File: config.mk
export PLATFORM = sky130hd
export DESIGN_NAME = inst_cache
export DESIGN_NICKNAME = d
export VERILOG_FILES = /design/src/rtl/inst_cache.sv
export SDC_FILE = /design/constraint.sdc
export NUM_CORES = 2
export LEC_CHECK = 0
export ABC_AREA = 0
export CAP_MARGIN = 20
export CORE_ASPECT_RATIO = 0.7
export CORE_MARGIN = 10
export CORE_UTILIZATION = 53
export DETAILED_ROUTE_END_ITERATION = 6
export PLACE_DENSITY = 0.69
export SYNTH_ARGS = -nofsm -noshare
export SYNTH_HDL_FRONTEND = slang
export SYNTH_SLANG_ARGS = --single-unit
File: constraint.sdc
create_clock -name clk -period 13.2 [get_ports clk]
set_input_delay 2.64 -clock clk [delete_from_list [all_inputs] [get_ports clk]]
set_output_delay 2.64 -clock clk [all_outputs]
set_load 0.01 [all_outputs]
File: src/rtl/inst_cache.sv
// Direct-mapped, read-only instruction cache: 2**INDEX_W lines of 4 words, filled over a req/ack bus.
// Optional hit/miss statistics counters are enabled by defining ICACHE_STATS_EN.
module inst_cache #(
  parameter int INDEX_W = 4,
  parameter int TAG_W   = 26 - INDEX_W
) (
  input  logic        clk,
  input  logic        rst,
  input  logic        rom_ce_i,
  input  logic [31:0] rom_addr_i,
  output logic [31:0] rom_data_o,
  output logic        stall_o,
  input  logic        flush_i,
  output logic        mem_req_o,
  output logic [31:0] mem_addr_o,
  input  logic        mem_ack_i,
  input  logic [31:0] mem_data_i
`ifdef ICACHE_STATS_EN
  ,
  output logic [31:0] hit_cnt_o,
  output logic [31:0] miss_cnt_o
`endif
);

  localparam int LINES = 1 << INDEX_W;

  typedef enum logic {IDLE, FILL} state_t;

  state_t             state_q;
  logic [LINES-1:0]   valid_q;
  logic [TAG_W-1:0]   tag_q  [LINES];
  logic [31:0]        data_q [LINES][4];
  logic [27:0]        line_q;
  logic [1:0]         cnt_q;
  logic               flush_pend_q;
  logic               mem_req_q;
  logic [31:0]        mem_addr_q;

  logic [INDEX_W-1:0] lk_idx;
  logic [TAG_W-1:0]   lk_tag;
  logic [1:0]         lk_off;
  logic               lk_hit;
  logic               in_idle;
  logic               miss;
  logic [INDEX_W-1:0] fill_idx;
  logic [TAG_W-1:0]   fill_tag;
  logic               fill_ack;
  logic               last_ack;
  logic [1:0]         cnt_d;
  logic               unused_addr_bits;

  // Tags cover address bits [TAG_W+INDEX_W+3:INDEX_W+4]; any higher bits alias.
  assign lk_off   = rom_addr_i[3:2];
  assign lk_idx   = rom_addr_i[INDEX_W+3:4];
  assign lk_tag   = rom_addr_i[TAG_W+INDEX_W+3:INDEX_W+4];
  assign lk_hit   = valid_q[lk_idx] && (tag_q[lk_idx] == lk_tag);
  assign in_idle  = (state_q == IDLE);
  assign miss     = in_idle && rom_ce_i && !lk_hit;

  assign fill_idx = line_q[INDEX_W-1:0];
  assign fill_tag = line_q[TAG_W+INDEX_W-1:INDEX_W];
  assign fill_ack = (state_q == FILL) && mem_ack_i;
  assign last_ack = fill_ack && (cnt_q == 2'd3);
  assign cnt_d    = cnt_q + 2'd1;

  assign unused_addr_bits = ^rom_addr_i[1:0];

  // Core-facing outputs are combinational so hits cost no cycle.
  always_comb begin
    rom_data_o = '0;
    stall_o    = 1'b0;
    if (!rst) begin
      if (state_q == FILL) begin
        stall_o = 1'b1;
      end else if (rom_ce_i) begin
        if (lk_hit) rom_data_o = data_q[lk_idx][lk_off];
        else        stall_o    = 1'b1;
      end
    end
  end

  assign mem_req_o  = mem_req_q;
  assign mem_addr_o = mem_addr_q;

  always_ff @(posedge clk) begin
    if (rst) begin
      state_q      <= IDLE;
      valid_q      <= '0;
      cnt_q        <= 2'd0;
      flush_pend_q <= 1'b0;
      mem_req_q    <= 1'b0;
      mem_addr_q   <= '0;
    end else begin
      case (state_q)
        IDLE: begin
          if (flush_i) valid_q <= '0;
          if (miss) begin
            state_q    <= FILL;
            line_q     <= rom_addr_i[31:4];
            cnt_q      <= 2'd0;
            mem_req_q  <= 1'b1;
            mem_addr_q <= {rom_addr_i[31:4], 4'b0000};
          end
        end
        FILL: begin
          if (flush_i) flush_pend_q <= 1'b1;
          if (mem_ack_i) begin
            cnt_q <= cnt_d;
            if (cnt_q == 2'd3) begin
              state_q      <= IDLE;
              mem_req_q    <= 1'b0;
              flush_pend_q <= 1'b0;
              // A flush seen at any point of the fill wins over validating the new line.
              if (flush_pend_q || flush_i) valid_q <= '0;
              else                         valid_q[fill_idx] <= 1'b1;
            end else begin
              mem_addr_q <= {line_q, cnt_d, 2'b00};
            end
          end
        end
        default: state_q <= IDLE;
      endcase
    end
  end

  // Storage arrays carry no reset; valid_q alone decides whether contents are usable.
  always_ff @(posedge clk) begin
    if (!rst && fill_ack) data_q[fill_idx][cnt_q] <= mem_data_i;
    if (!rst && last_ack) tag_q[fill_idx] <= fill_tag;
  end

`ifdef ICACHE_STATS_EN
  logic [31:0] hit_cnt_q, hit_cnt_d;
  logic [31:0] miss_cnt_q, miss_cnt_d;

  always_comb begin
    hit_cnt_d  = hit_cnt_q;
    miss_cnt_d = miss_cnt_q;
    if (in_idle && rom_ce_i && lk_hit && (hit_cnt_q != 32'hFFFF_FFFF))
      hit_cnt_d = hit_cnt_q + 32'd1;
    if (miss && (miss_cnt_q != 32'hFFFF_FFFF))
      miss_cnt_d = miss_cnt_q + 32'd1;
  end

  always_ff @(posedge clk) begin
    if (rst) begin
      hit_cnt_q  <= '0;
      miss_cnt_q <= '0;
    end else begin
      hit_cnt_q  <= hit_cnt_d;
      miss_cnt_q <= miss_cnt_d;
    end
  end

  assign hit_cnt_o  = hit_cnt_q;
  assign miss_cnt_o = miss_cnt_q;
`endif

endmodule
==> impl_metrics.ini <==
[critical_path]
critPathMaxFanout = 58
regToRegSetupSlack_ns = 8.95
worst_reg2reg_path_endpoint = line_q[23]
worst_setup_path_startpoint = rom_addr_i[5]
type_of_the_worst_setup_path = input port to primary output
start_kind = input port
arrival_ns = 7.44
timing.rr.start = tag_q[11][3]
r2r.worst_path.cells = 9
critical_path_required_ns = 10.56
critPathCaptureType = primary output

[routing]
routed_length_per_placed_instance_um = 35.0
drt-pass1-iter-count = 5
met1Wirelength_mm = 98.4
drtAntennaViolNets = 1
viasPerCell = 6.61
wl_met2_mm = 108
finalWirelength_mm = 238
max_layer_used = met5
detailed_route_iter0_violations = 6704
drc = 0
dr_wl_met3_mm = 26.6
routed_via_count = 45000

[placed_design]
globalplace.congestion = 0.782
hpwl_mm = 130
placed_area_um2 = 99800
placement.setup.worst_slack_ns = 2.99
buffer_ports.inserted = 130
dp.cells = 6387

[worst_hold_path]
min_delay_worst_endpoint = valid_q[13]
timing.hold.worst_path_depth = 2
worst_hold_path_type = register to register
hp-start = valid_q[13]

[run]
max_cap_violations = 0

[sta]
worstMarginPinSlew_ns = 1.27
timing_hold_violations_final = 0
timing.final.crit_share = 0.764
finalSetupTns_ns = 0
worst_setup_slack_final_ns = 3.12
setup_violations = 0
grt_setup_unrepaired = false
slew-limit-headroom = 0.156
timing.fmax_ghz = 0.0992
maxSlewViolCount = 0
post-route-min-period_ns = 10.08
finClkSkew_ns = 0.0277

[synth]
ys_async_sr_fraction = 0
ys_warn_count = 0
area_leader_netlist = sky130_fd_sc_hd__edfxtp_1
syn_area_um2 = 95200
synth_adder_area_share = 0.000526
sequential_share_of_the_synthesized_area = 0.777
synth_compound_area_frac = 0.0118
predominant_post_synthesis_flop_cell = sky130_fd_sc_hd__edfxtp_1
post_synth.cell_area_avg_um2 = 23.9
synthesized_netlist_cell_count = 3988
yosys.cell_types.count = 53
largest_family_of_logic_cells_by_synthesized_area = multiplexers
post_synth_main_area_contributors = sky130_fd_sc_hd__edfxtp_1, sky130_fd_sc_hd__mux4_2, sky130_fd_sc_hd__mux2i_1
ys_top_cells_by_count = sky130_fd_sc_hd__edfxtp_1, sky130_fd_sc_hd__mux4_2, sky130_fd_sc_hd__clkbuf_1, sky130_fd_sc_hd__nor2_1, sky130_fd_sc_hd__mux2i_1
yosysMostFrequentCell = sky130_fd_sc_hd__edfxtp_1
number_of_register_bits_inferred_by_synthesis = 2479
synth-edff-count = 2428
synth_largest_type_area_fraction = 0.766
area_share_of_and_or_nand_nor_cells_after_synthesis = 0.0123
synthXorXnorAreaFrac = 0.00212
muxShareOfSynthArea = 0.185

[power]
leakage_uw = 0.0332
max-vdd-ir-drop_mv = 0.142
total_power_uw = 15600
power_density_nw_per_um2 = 146

[clocking]
root_buffer = sky130_fd_sc_hd__clkbuf_16
cts.reportedPaths.clkPinSlew_ns = 0.06
clk_buf_depth = 3
cts_inserted_buffers = 215
h-tree-depth = 4
worst_skew_pair.late_latency_ns = 0.84
postCtsResizedCells = 0
clock_sinks = 2479
cts_hold_buf = 0
setup_bufs_post_cts = 0
cts_tree = built

[grt]
grt_usage = 0.239
grt_start_max_net_pins = 153
grt.overflow.total = 0
grt_pass1_wl_mm = 337
via_count_of_the_first_global_routing_pass = 44100
grt_antenna_before_repair = 18

[die]
floorplan.io_pins = 135
dieWidth_um = 526
std_cell_rows = 130
core_area_um2 = 179000
start_util = 0.532
die-height_um = 375
fp.dieArea_um2 = 197000

[cells_and_area]
layout-drive-gt1-share = 0.297
synthToLayoutAreaGrowth_pct = 12.5
area_taken_by_multi_input_logic_gates_um2 = 20700
fillers = 12200
nNetsFinal = 4321
regArea_um2 = 73900
final_cell_count_without_fillers = 6807
design_area_um2 = 107000

[status]
outcome = finished with violations
violations_in_the_final_reports = antenna violations
metal layers:
layer  up-vias  GRT usage
met5         -          0
met1     24400      0.371
met3       320     0.0520
met4        14     0.0567
li1      17700          -
met2      2618      0.350
how the worst max path moves through the flow:
| stage | endpoint | slack (ns) | cells past startpoint |
|---|---|---|---|
| final | stall_o | 3.12 | 12 |
| after global routing | rom_data_o[31] | 2.78 | 8 |
| after CTS | rom_data_o[31] | 2.97 | 8 |
| after detailed placement | rom_data_o[31] | 2.99 | 8 |
| after global placement | rom_data_o[0] | 2.99 | 8 |
| after floorplan | rom_data_o[0] | 5.06 | 9 |
placed cells by master (no fill, tap or decap), types with 7 or more instances in the layout:
master,instances
sky130_fd_sc_hd__nand2_1,37
sky130_fd_sc_hd__clkinv_1,43
sky130_fd_sc_hd__clkbuf_16,220
sky130_fd_sc_hd__xnor2_1,17
sky130_fd_sc_hd__bufinv_16,17
sky130_fd_sc_hd__nand2b_1,8
sky130_fd_sc_hd__a31oi_1,11
sky130_fd_sc_hd__mux2i_1,111
sky130_fd_sc_hd__buf_4,111
sky130_fd_sc_hd__dfxtp_1,50
sky130_fd_sc_hd__and3_1,36
sky130_fd_sc_hd__a22oi_1,31
sky130_fd_sc_hd__buf_12,24
sky130_fd_sc_hd__nor2_4,66
sky130_fd_sc_hd__buf_2,33
sky130_fd_sc_hd__clkbuf_8,9
sky130_fd_sc_hd__clkbuf_1,47
sky130_fd_sc_hd__edfxtp_1,2428
sky130_fd_sc_hd__nor2_1,48
sky130_fd_sc_hd__o21ai_1,25
sky130_fd_sc_hd__clkinv_2,43
sky130_fd_sc_hd__nor2_2,17
sky130_fd_sc_hd__clkdlybuf4s50_1,92
sky130_fd_sc_hd__mux4_2,730
sky130_fd_sc_hd__inv_1,8
sky130_fd_sc_hd__inv_6,7
sky130_fd_sc_hd__nand3_1,18
sky130_fd_sc_hd__mux2_2,7
sky130_fd_sc_hd__o311a_1,28
sky130_fd_sc_hd__a21oi_1,12
final cells by class:
class                           instances  share of cell area
Sequential cell                      2479               0.691
Tap cell                             2376              0.0278
Timing Repair Buffer                  266              0.0235
Clock buffer                          275              0.0541
Clock inverter                        119             0.00974
Inverter                                8            0.000281
Multi-Input combinational cell       1278               0.194
Antenna cell                            6            0.000140
worst max-delay path, cell delays in order:
cell	delay, ns
sky130_fd_sc_hd__buf_8	0.48
sky130_fd_sc_hd__buf_4	0.74
sky130_fd_sc_hd__mux4_2	0.42
sky130_fd_sc_hd__mux2i_1	0.18
sky130_fd_sc_hd__xnor2_1	0.08
sky130_fd_sc_hd__nor4_1	0.49
sky130_fd_sc_hd__nand3_1	0.30
sky130_fd_sc_hd__a21oi_1	0.22
sky130_fd_sc_hd__and4_2	0.79
sky130_fd_sc_hd__nand2b_1	0.38
sky130_fd_sc_hd__a21oi_1	0.11
sky130_fd_sc_hd__clkdlybuf4s50_1	0.49
state kept, by name (all words and copies together) (netlist names):
signal        cells
cnt_q             2
valid_q          16
state_q           1
data_q         2048
tag_q           352
mem_req_o         1
mem_addr_o       30
line_q           28
flush_pend_q      1
report_power, final:
group / switching, µW / internal, µW / leakage (µW)
sequential: 20.0 / 8650 / 0.0222
combinational: 453 / 327 / 0.00758
clock: 2770 / 3420 / 0.00336
cell families after synthesis:
| family | count (synthesis) |
|---|---|
| buffers and inverters | 232 |
| xor gates and xnor gates | 23 |
| muxes | 848 |
| adders and majority gates | 4 |
| and+or+nand+nor | 257 |
| AOI/OAI and AO/OA | 144 |
| DFF | 2479 |
| other | 1 |
stage by stage:
step           utilization  hold WS [ns]
2_1_floorplan            -         0.432
3_3_place_gp         0.558         0.448
3_5_place_dp         0.558         0.459
4_1_cts              0.596         0.475
5_1_grt              0.598         0.494
6_report             0.598         0.474
Note: power is estimated with default switching activity, not from simulation.
